**src/rtl/target_rx.sv**
```systemverilog
// DDR receive datapath for the target: deserialises preamble, data bytes, parity, CRC token and CRC value.
// Define TARGET_RX_CRC_CHECK_EN to flag mismatches between the received CRC value and the CRC engine.
module target_rx (
    input  logic       i_sys_clk,
    input  logic       i_sys_rst,
    input  logic       i_sclgen_scl_pos_edge,
    input  logic       i_sclgen_scl_neg_edge,
    input  logic       i_sdahnd_tgt_serial_data,
    input  logic       i_ddrccc_rx_en,
    input  logic [2:0] i_ddrccc_rx_mode,
    input  logic [4:0] i_crc_crc_value,
    output logic       o_ddrccc_rx_mode_done,
    output logic       o_ddrccc_pre,
    output logic       o_ddrccc_error,
    output logic       o_regf_wr_en,
    output logic [7:0] o_regf_data,
    output logic       o_crc_en,
    output logic [7:0] o_crc_parallel_data
);

    localparam logic [2:0] ModePre  = 3'b000;
    localparam logic [2:0] ModeByte = 3'b011;
    localparam logic [2:0] ModePar  = 3'b110;
    localparam logic [2:0] ModeTok  = 3'b010;
    localparam logic [2:0] ModeCrc  = 3'b111;

    localparam logic [3:0] CrcToken = 4'b1100;

`ifdef TARGET_RX_CRC_CHECK_EN
    localparam bit CrcCheckEn = 1'b1;
`else
    localparam bit CrcCheckEn = 1'b0;
`endif

    logic [7:0]  shift_q, shift_d;
    logic [2:0]  bit_cnt_q, bit_cnt_d;
    logic [2:0]  mode_q;
    logic        byte_idx_q, byte_idx_d;
    logic [15:0] par_word_q, par_word_d;
    logic        done_q, done_d;
    logic        err_q, err_d;
    logic        wr_en_q, wr_en_d;
    logic        crc_en_q, crc_en_d;
    logic        pre_q, pre_d;
    logic [7:0]  data_q, data_d;
    logic [7:0]  crc_data_q, crc_data_d;

    logic        sda_edge;
    logic        mode_valid;
    logic        active;
    logic [2:0]  last_idx;
    logic [2:0]  cnt_eff;
    logic        last_bit;
    logic [7:0]  rx_byte;
    logic [1:0]  exp_par;

    always_comb begin
        sda_edge   = i_sclgen_scl_pos_edge | i_sclgen_scl_neg_edge;
        mode_valid = 1'b1;
        last_idx   = 3'd0;
        unique case (i_ddrccc_rx_mode)
            ModePre:  last_idx = 3'd0;
            ModeByte: last_idx = 3'd7;
            ModePar:  last_idx = 3'd1;
            ModeTok:  last_idx = 3'd3;
            ModeCrc:  last_idx = 3'd4;
            default:  mode_valid = 1'b0;
        endcase
        active   = i_ddrccc_rx_en & mode_valid;
        // A mode switch abandons any partially received field.
        cnt_eff  = (i_ddrccc_rx_mode != mode_q) ? 3'd0 : bit_cnt_q;
        last_bit = (cnt_eff == last_idx);
        rx_byte  = {shift_q[6:0], i_sdahnd_tgt_serial_data};
        exp_par  = {^(par_word_q & 16'hAAAA), ~^(par_word_q & 16'h5555)};
    end

    always_comb begin
        shift_d    = shift_q;
        bit_cnt_d  = bit_cnt_q;
        byte_idx_d = byte_idx_q;
        par_word_d = par_word_q;
        pre_d      = pre_q;
        data_d     = data_q;
        crc_data_d = crc_data_q;
        done_d     = 1'b0;
        err_d      = 1'b0;
        wr_en_d    = 1'b0;
        crc_en_d   = 1'b0;

        if (!active) begin
            bit_cnt_d = 3'd0;
        end else if (sda_edge) begin
            shift_d = rx_byte;
            if (last_bit) begin
                bit_cnt_d = 3'd0;
                done_d    = 1'b1;
                case (i_ddrccc_rx_mode)
                    ModePre: begin
                        pre_d      = i_sdahnd_tgt_serial_data;
                        byte_idx_d = 1'b0;
                    end
                    ModeByte: begin
                        data_d     = rx_byte;
                        crc_data_d = rx_byte;
                        wr_en_d    = 1'b1;
                        crc_en_d   = 1'b1;
                        if (byte_idx_q) par_word_d[7:0] = rx_byte;
                        else            par_word_d[15:8] = rx_byte;
                        byte_idx_d = ~byte_idx_q;
                    end
                    ModePar: err_d = (rx_byte[1:0] != exp_par);
                    ModeTok: err_d = (rx_byte[3:0] != CrcToken);
                    ModeCrc: err_d = CrcCheckEn && (rx_byte[4:0] != i_crc_crc_value);
                    default: ;
                endcase
            end else begin
                bit_cnt_d = cnt_eff + 3'd1;
            end
        end else if (i_ddrccc_rx_mode != mode_q) begin
            bit_cnt_d = 3'd0;
        end
    end

    always_ff @(posedge i_sys_clk or negedge i_sys_rst) begin
        if (!i_sys_rst) begin
            shift_q    <= 8'd0;
            bit_cnt_q  <= 3'd0;
            mode_q     <= 3'd0;
            byte_idx_q <= 1'b0;
            par_word_q <= 16'd0;
            done_q     <= 1'b0;
            err_q      <= 1'b0;
            wr_en_q    <= 1'b0;
            crc_en_q   <= 1'b0;
            pre_q      <= 1'b0;
            data_q     <= 8'd0;
            crc_data_q <= 8'd0;
        end else begin
            shift_q    <= shift_d;
            bit_cnt_q  <= bit_cnt_d;
            mode_q     <= i_ddrccc_rx_mode;
            byte_idx_q <= byte_idx_d;
            par_word_q <= par_word_d;
            done_q     <= done_d;
            err_q      <= err_d;
            wr_en_q    <= wr_en_d;
            crc_en_q   <= crc_en_d;
            pre_q      <= pre_d;
            data_q     <= data_d;
            crc_data_q <= crc_data_d;
        end
    end

    assign o_ddrccc_rx_mode_done = done_q;
    assign o_ddrccc_error        = err_q;
    assign o_ddrccc_pre          = pre_q;
    assign o_regf_wr_en          = wr_en_q;
    assign o_regf_data           = data_q;
    assign o_crc_en              = crc_en_q;
    assign o_crc_parallel_data   = crc_data_q;

endmodule

```
**config.mk**
```make
export PLATFORM = sky130hd
export DESIGN_NAME = target_rx
export DESIGN_NICKNAME = d
export VERILOG_FILES = /design/src/rtl/target_rx.sv
export SDC_FILE = /design/constraint.sdc
export NUM_CORES = 1
export LEC_CHECK = 0
export ABC_CLOCK_PERIOD_IN_PS = 2000
export CORE_MARGIN = 2
export CORE_UTILIZATION = 49
export CTS_BUF_LIST = sky130_fd_sc_hd__clkbuf_4
export CTS_CLUSTER_SIZE = 14
export DETAILED_ROUTE_END_ITERATION = 16
export GPL_ROUTABILITY_DRIVEN = 0
export PLACE_DENSITY = 0.78
export SYNTH_ARGS = -nofsm -noshare
export SYNTH_HDL_FRONTEND = slang
export SYNTH_SLANG_ARGS = --single-unit
```
**constraint.sdc**
```tcl
create_clock -name i_sys_clk -period 2 [get_ports i_sys_clk]
set_input_delay 0.3 -clock i_sys_clk [delete_from_list [all_inputs] [get_ports i_sys_clk]]
set_output_delay 0.3 -clock i_sys_clk [all_outputs]
set_load 0.02 [all_outputs]
```
==> results of run 1 <==
==> routing by layer <==
metal | up-vias | GRT usage | part of all wire
met5 | - | 0 | 0
met4 | 0 | 0.1046 | 0.039
met3 | 15 | 0.04797 | 0.036
met2 | 36 | 0.3686 | 0.53
met1 | 724 | 0.2180 | 0.40
li1 | 684 | - | -
==> worst max-delay path, cell delays in order (launching register included) <==
cell and delay, ns:
dfrtp_1 0.43, nor4b_2 0.22, a31oi_1 0.07, o2111a_2 0.31
nor3_4 0.32, and3_4 0.26, mux2_4 0.29
==> worst min-delay path by stage <==
| stage | slack, ns | startpoint | end |
|---|---|---|---|
| global route | 0.33 | i_ddrccc_rx_mode[2] | mode_q[2] |
| CTS | 0.32 | i_ddrccc_rx_mode[1] | mode_q[1] |
| floorplan | 0.004 | i_sys_rst | bit_cnt_q[0] |
| detailed placement | 0.29 | i_sys_rst | o_ddrccc_pre |
| global placement | 0.29 | i_sys_rst | o_ddrccc_rx_mode_done |
| finish | 0.34 | i_ddrccc_rx_mode[2] | mode_q[2] |
==> layout by cell type, fill, tap and decap left out, types with 2 or more instances in the layout <==
master,n
a21oi_1,2
and2_1,2
and2b_2,3
buf_12,2
buf_4,20
buf_6,2
clkbuf_4,5
clkdlybuf4s50_1,25
clkinv_1,3
dfrtp_1,42
dlygate4sd2_1,2
inv_1,3
mux2_2,25
mux2_4,7
nand2_1,5
nand3_1,4
nor2_1,9
nor3_1,4
o21ai_0,4
o22ai_1,2
or3_1,2
xnor2_1,13
xnor2_2,2
xor2_1,4
==> power by group through the flow <==
stage / clock network (mW) / registers (mW) / logic (mW)
after floorplan: 0 / 1.23 / 0.594
after global placement: 0 / 1.21 / 0.891
after detailed placement: 0 / 1.23 / 0.923
after CTS: 0.406 / 1.22 / 0.944
after global routing: 0.441 / 1.25 / 1.04
final: 0.394 / 1.22 / 0.966
==> per-stage QoR <==
step | area [sq um] | setup slack (ns)
after detailed placement | 2537 | -0.9223
after floorplan | 2097 | -0.08769
after global routing | 2703 | -0.1044
final | 2703 | -0.01999
after global placement | 2537 | -0.7700
after CTS | 2644 | 0.004344
==> area by class of cell <==
cell class              instances  share of cell area
repair buffers                 54              0.1852
inverters                       3            0.004167
multi-input cells             113              0.3806
flip-flops and latches         42              0.3889
clock inverters                 3            0.004167
well taps                      50             0.02315
clock buffers                   5             0.01389
==> cells by family after synthesis <==
logic type | after synthesis | synth area share
DFF | 42 | 0.5021
buffers and inverters | 18 | 0.05737
and+or+nand+nor | 45 | 0.1267
adders and majority gates | 1 | 0.005976
xor gates and xnor gates | 20 | 0.08368
muxes | 32 | 0.1721
AOI/OAI and AO/OA | 15 | 0.05201
==> registers in the layout, indices dropped and copies added, names as in the netlist <==
register / flops
o_regf_data: 8
shift_q: 7
par_word_q: 16
byte_idx_q: 1
mode_q: 3
o_ddrccc_rx_mode_done: 1
o_crc_en: 1
bit_cnt_q: 3
o_ddrccc_pre: 1
o_ddrccc_error: 1
==> what timing repair did <==
item                                   4_1_cts  5_1_grt
setup endpoints to repair                   32       30
buffers inserted                             0        1
resized for setup                           15       16
endpoints found under the hold margin       42        0
hold buffers                                 1        0
pin swaps                                    8        9
==> reports/qor.csv, run 1 <==
metric;value;unit
status;complete, but fails checks;
failing checks;negative setup slack;
Hold Crit Depth;2;
Critical Path AT;2.27;ns
number of synthesized flops with an enable pin;0;
final worst slack;-0.01999;ns
CTS root buf;clkbuf_4;
Std-Cell Rows;23;
Slew Viols, Final;0;
area of the multi-input gates;0.001028;sq mm
Max Clk Rate;495.1;MHz
Commonest cells post-synth;42 x dfrtp_1, 32 x mux2_2, 15 x xnor2_1;
first-pass iteration count of the detailed router;4;
ranking of synthesized cells by area;dfrtp_1 50%, mux2_2 17%, xnor2_1 6.3%;
total power;2.580;mW
RR Endpoint;o_ddrccc_pre;
Storage cell area;0.001051;sq mm
Final Skew;0.01211;ns
Detail Route Antenna Nets;0;
placed cells;261;
fin nets;234;
H-tree levels;2;
n_diodes;0;
Post-Syn Instances;173;
Reg-to-Reg Start;bit_cnt_q[1];
total number of vias;1459;
P_leak;1.248;nW
final core occ;0.6661;
Internal;1.713;mW
layout cells sized above 1;0.3864;
Synth Area per Inst;12.10;sq um
clk slew on worst S/H paths;0.12;ns
Worst Reg-to-Reg Cells;6;
Yosys top cell by area;dfrtp_1;
Fin. Hold Viols;0;
worst skew pair latency;0.36;ns
final wirelength;4.641;mm
RSZ-0062 raised after global routing;yes;
critical path type;flop to flop;
fillers;306;
setup TNS;-0.03883;ns
IO Count;35;
CTS max path bufs;2;
worst setup path startpoint;bit_cnt_q[1];
Worst Setup EP;o_ddrccc_pre;
Tcrit/Tclk final;1.010;
Area Growth Syn to Fin;29.11;%
Net Sw Frac;0.3362;
Seq/Total Area, Yosys;0.5021;
top cell type's share of synthesized area;0.5021;
most frequent cell after synthesis;dfrtp_1;
Final Non-Filler Cells;270;
fin crit period;2.020;ns
hpwl dp;3.171;mm
Vert. Die Dim;69.36;um
Power Dens Cells;954.7;mW/mm^2
Combinational Power Share;0.374;
slew margin rel.;0.7351;
total CTS buffers;5;
Max Fanout on Critical Path;4;
Initial Util;0.5159;
power share of the sequential group;0.473;
pin count of the biggest net entering global routing;43;
CP endpoint kind;flop;
Vias per Instance;5.404;
#FFs+latches synth;42;
Clock power frac;0.153;
first-pass GRT wire length;7.624;mm
Worst Tran Pin Value;0.3973;ns
Critical Path RT;2.25;ns
FF-to-FF setup slack;-0.02;ns
Min Hold Slack;0.3373;ns
Cell Area, Synth;0.002093;sq mm
clock sinks;42;
syn nets;188;
PortBufs;29;
1st-iter DRT viols;39;
total core area;0.004058;sq mm
vias in the first global route;1621;
DIE AREA;0.004811;sq mm
total grt overflow;0;
drt wl/cell;17.19;um
Max Cap Viol;0;
initial antenna violation count;0;
unique cell type count in the Yosys netlist;37;
final setup violation count;8;
GRT Util Overall;0.2032;
Worst VDD drop;0.6987;mV
Worst Hold Class;input port to flop;
Synth Flop Type;dfrtp_1;
Synth async-reset ratio;1.000;
net switching power;0.8676;mW
startpoint types;flop;
chip width;69.36;um
Warnings, synthesis;0;
DRC;0;
CTS tree;yes;
Power figures use the tool's default switching activity.
==> run 2: changes to the inputs <==
--- a/config.mk
+++ b/config.mk
@@ -7,12 +7,11 @@
 export LEC_CHECK = 0
 export ABC_CLOCK_PERIOD_IN_PS = 2000
 export CORE_MARGIN = 2
-export CORE_UTILIZATION = 49
-export CTS_BUF_LIST = sky130_fd_sc_hd__clkbuf_4
+export CORE_UTILIZATION = 47
 export CTS_CLUSTER_SIZE = 14
 export DETAILED_ROUTE_END_ITERATION = 16
 export GPL_ROUTABILITY_DRIVEN = 0
-export PLACE_DENSITY = 0.78
+export PLACE_DENSITY = 0.76
 export SYNTH_ARGS = -nofsm -noshare
 export SYNTH_HDL_FRONTEND = slang
 export SYNTH_SLANG_ARGS = --single-unit
==> run 2 against run 1 <==
  * The flow still finishes with violations (negative setup slack)
  * Via count is 2.0% higher
  * Worst hold slack worse by 0.28 ns
  * Clock skew is 0.0034 ns lower
  * Count of clock-buffer cells in the layout stayed put
  * Combinational power is 1% higher
  * Die area is 4.0% higher
  * Fmax is 1.2% lower
  * Sequential power hardly changed
  * Critical endpoint is now par_word_q[13]
  * Sequential share of layout area is 2.1 points lower
  * Largest power group unchanged
==> reports/qor.csv, run 2 (synthesis gave the netlist of run 1 again) <==
metric;value;unit;change
status;complete, but fails checks;;
failing checks;negative setup slack;;
startpoint types;flop;;
final setup violation count;18;;+10
P_leak;1.334;nW;+6.8%
vias in the first global route;1616;;-0.31%
first-pass iteration count of the detailed router;4;;unchanged
placed cells;268;;+2.7%
Std-Cell Rows;24;;+4.3%
Detail Route Antenna Nets;0;;unchanged
chip width;70.74;um;+2.0%
Power Dens Cells;1007;mW/mm^2;+5.5%
CP Cell Sequence;xor2_2 > buf_4 > o211a_4 > nor3_4 > nand4b_4 > buf_8 > mux2_4;;
GRT Util Overall;0.1830;;-0.02014
1st-iter DRT viols;46;;+18%
max reg flops;16;;unchanged
total grt overflow;0;;unchanged
FF-to-FF setup slack;-0.05;ns;-0.03 ns
CP delay by family, top;flip-flops;;
fin nets;242;;+3.4%
final wirelength;4.439;mm;-4.4%
initial antenna violation count;0;;unchanged
first-pass GRT wire length;7.286;mm;-4.4%
Tcrit/Tclk final;1.023;;+0.01271
CP endpoint kind;flop;;
Critical Path RT;2.18;ns;-0.07 ns
delay of the slowest critical-path stage;0.41;ns;-0.02 ns
final core occ;0.6600;;-0.006038
total power;2.874;mW;+11%
Worst Hold Class;input port to asynchronous set/reset pin;;
Vias per Instance;5.314;;-1.7%
slew margin rel.;0.6449;;-0.09018
DRC;0;;unchanged
CTS root buf;clkbuf_8;;
Max Fanout on Critical Path;8;;+4
Vert. Die Dim;70.74;um;+2.0%
Final Non-Filler Cells;280;;+3.7%
total number of vias;1488;;+2.0%
hpwl dp;3.108;mm;-2.0%
clock sinks;42;;unchanged
H-tree levels;2;;unchanged
Area Growth Syn to Fin;36.34;%;
RR Endpoint;par_word_q[13];;
total CTS buffers;5;;unchanged
total core area;0.004324;sq mm;+6.6%
drt wl/cell;15.85;um;-7.8%
fin crit period;2.045;ns;+0.02543 ns
pin count of the biggest net entering global routing;43;;unchanged
critical path type;flop to flop;;
number of buffers and inverters on the critical path;2;;+2
# hold bufs at CTS;0;;-1
clk slew on worst S/H paths;0.08;ns;-0.04 ns
Critical Path AT;2.22;ns;-0.05 ns
Reg-to-Reg Start;mode_q[2];;
worst skew pair latency;0.30;ns;-0.06 ns
commonest cells after routing, fill and taps aside;42 x dfrtp_1, 26 x buf_4, 25 x clkdlybuf4s50_1;;
RSZ-0062 raised after global routing;yes;;
DIE AREA;0.005003;sq mm;+4.0%
Fin. Hold Viols;0;;unchanged
commonest non-fill, non-tap cell in the layout;dfrtp_1;;
Max Clk Rate;488.9;MHz;-1.2%
fillers;324;;+5.9%
Initial Util;0.4841;;-0.03179
Worst VDD drop;0.8016;mV;+15%
IO Count;35;;unchanged
PortBufs;29;;unchanged
Worst Tran Pin Value;0.5326;ns;+0.1353 ns
n_diodes;0;;unchanged
layout cells sized above 1;0.4254;;+0.03907
CTS tree;yes;;
Max Cap Viol;0;;unchanged
Worst Reg-to-Reg Cells;7;;+1
Slew Viols, Final;0;;unchanged
Final Skew;0.008666;ns;-0.003443 ns
CP max stage cell;dfrtp_1;;
Top reg by flops;par_word_q;;
post-place setup slack;-0.6576;ns;+0.2648 ns
CTS max path bufs;2;;unchanged
final worst slack;-0.04542;ns;-0.02543 ns
==> run 2: metrics by stage <==
stage	instance area, sq um	hold WS [ns]	setup TNS, ns
after floorplan	2097	0.004409	-1.147
final	2854	0.05297	-0.4771
after detailed placement	2565	0.4036	-20.92
after global placement	2565	0.3893	-18.58
after CTS	2766	0.08257	-0.1312
after global routing	2854	0.1020	-2.228
==> run 2: cell type report <==
| class | instances | area (sq um) | share of cell area |
|---|---|---|---|
| Tap cell | 52 | 65.06 | 0.02280 |
| Inverter | 3 | 11.26 | 0.003946 |
| Clock buffer | 5 | 68.82 | 0.02411 |
| Sequential cell | 42 | 1051 | 0.3683 |
| Clock inverter | 3 | 43.79 | 0.01534 |
| Multi-Input combinational cell | 113 | 1050 | 0.3678 |
| Timing Repair Buffer | 62 | 564.3 | 0.1977 |
==> run 2: worst max-delay path by stage <==
stage,startpoint,end,slack [ns],cells after the start
floorplan,i_ddrccc_rx_mode[0],par_word_q[0],-0.09,7
global placement,i_ddrccc_rx_mode[1],par_word_q[12],-0.60,9
detailed placement,i_ddrccc_rx_mode[2],byte_idx_q,-0.66,7
CTS,mode_q[1],par_word_q[13],-0.02,8
global route,mode_q[2],o_regf_data[0],-0.12,7
finish,mode_q[2],par_word_q[13],-0.05,7
==> run 2: worst reg2reg max path, stage by stage (launching register included) <==
cell,delay [ns]
dfrtp_1,0.41
xor2_2,0.21
buf_4,0.18
o211a_4,0.26
nor3_4,0.27
nand4b_4,0.14
buf_8,0.17
mux2_4,0.30
==> run 2: where the power goes <==
group          total (mW)  internal [mW]  switching, mW  leakage [nW]
sequential           1.21           1.04          0.177         0.548
combinational       0.980          0.569          0.411         0.727
clock               0.680          0.374          0.305        0.0585
total                2.87           1.98          0.894          1.33
==> run 2: timing repair <==
action                                  CTS  global route
buffers inserted                          4             0
endpoints found under the setup margin   32            29
resized for setup                        18            22
cloned                                    1             0
pin swaps                                 5            14
hold endpoints to repair                  0             0
==> run 2: metal layers <==
layer | GRT usage | vias to the layer above | routed length (um)
met5 | 0 | - | 0
met4 | 0.06709 | 0 | 97
met3 | 0.04558 | 12 | 139
met2 | 0.3354 | 30 | 2379
met1 | 0.2047 | 742 | 1822
li1 | - | 704 | -
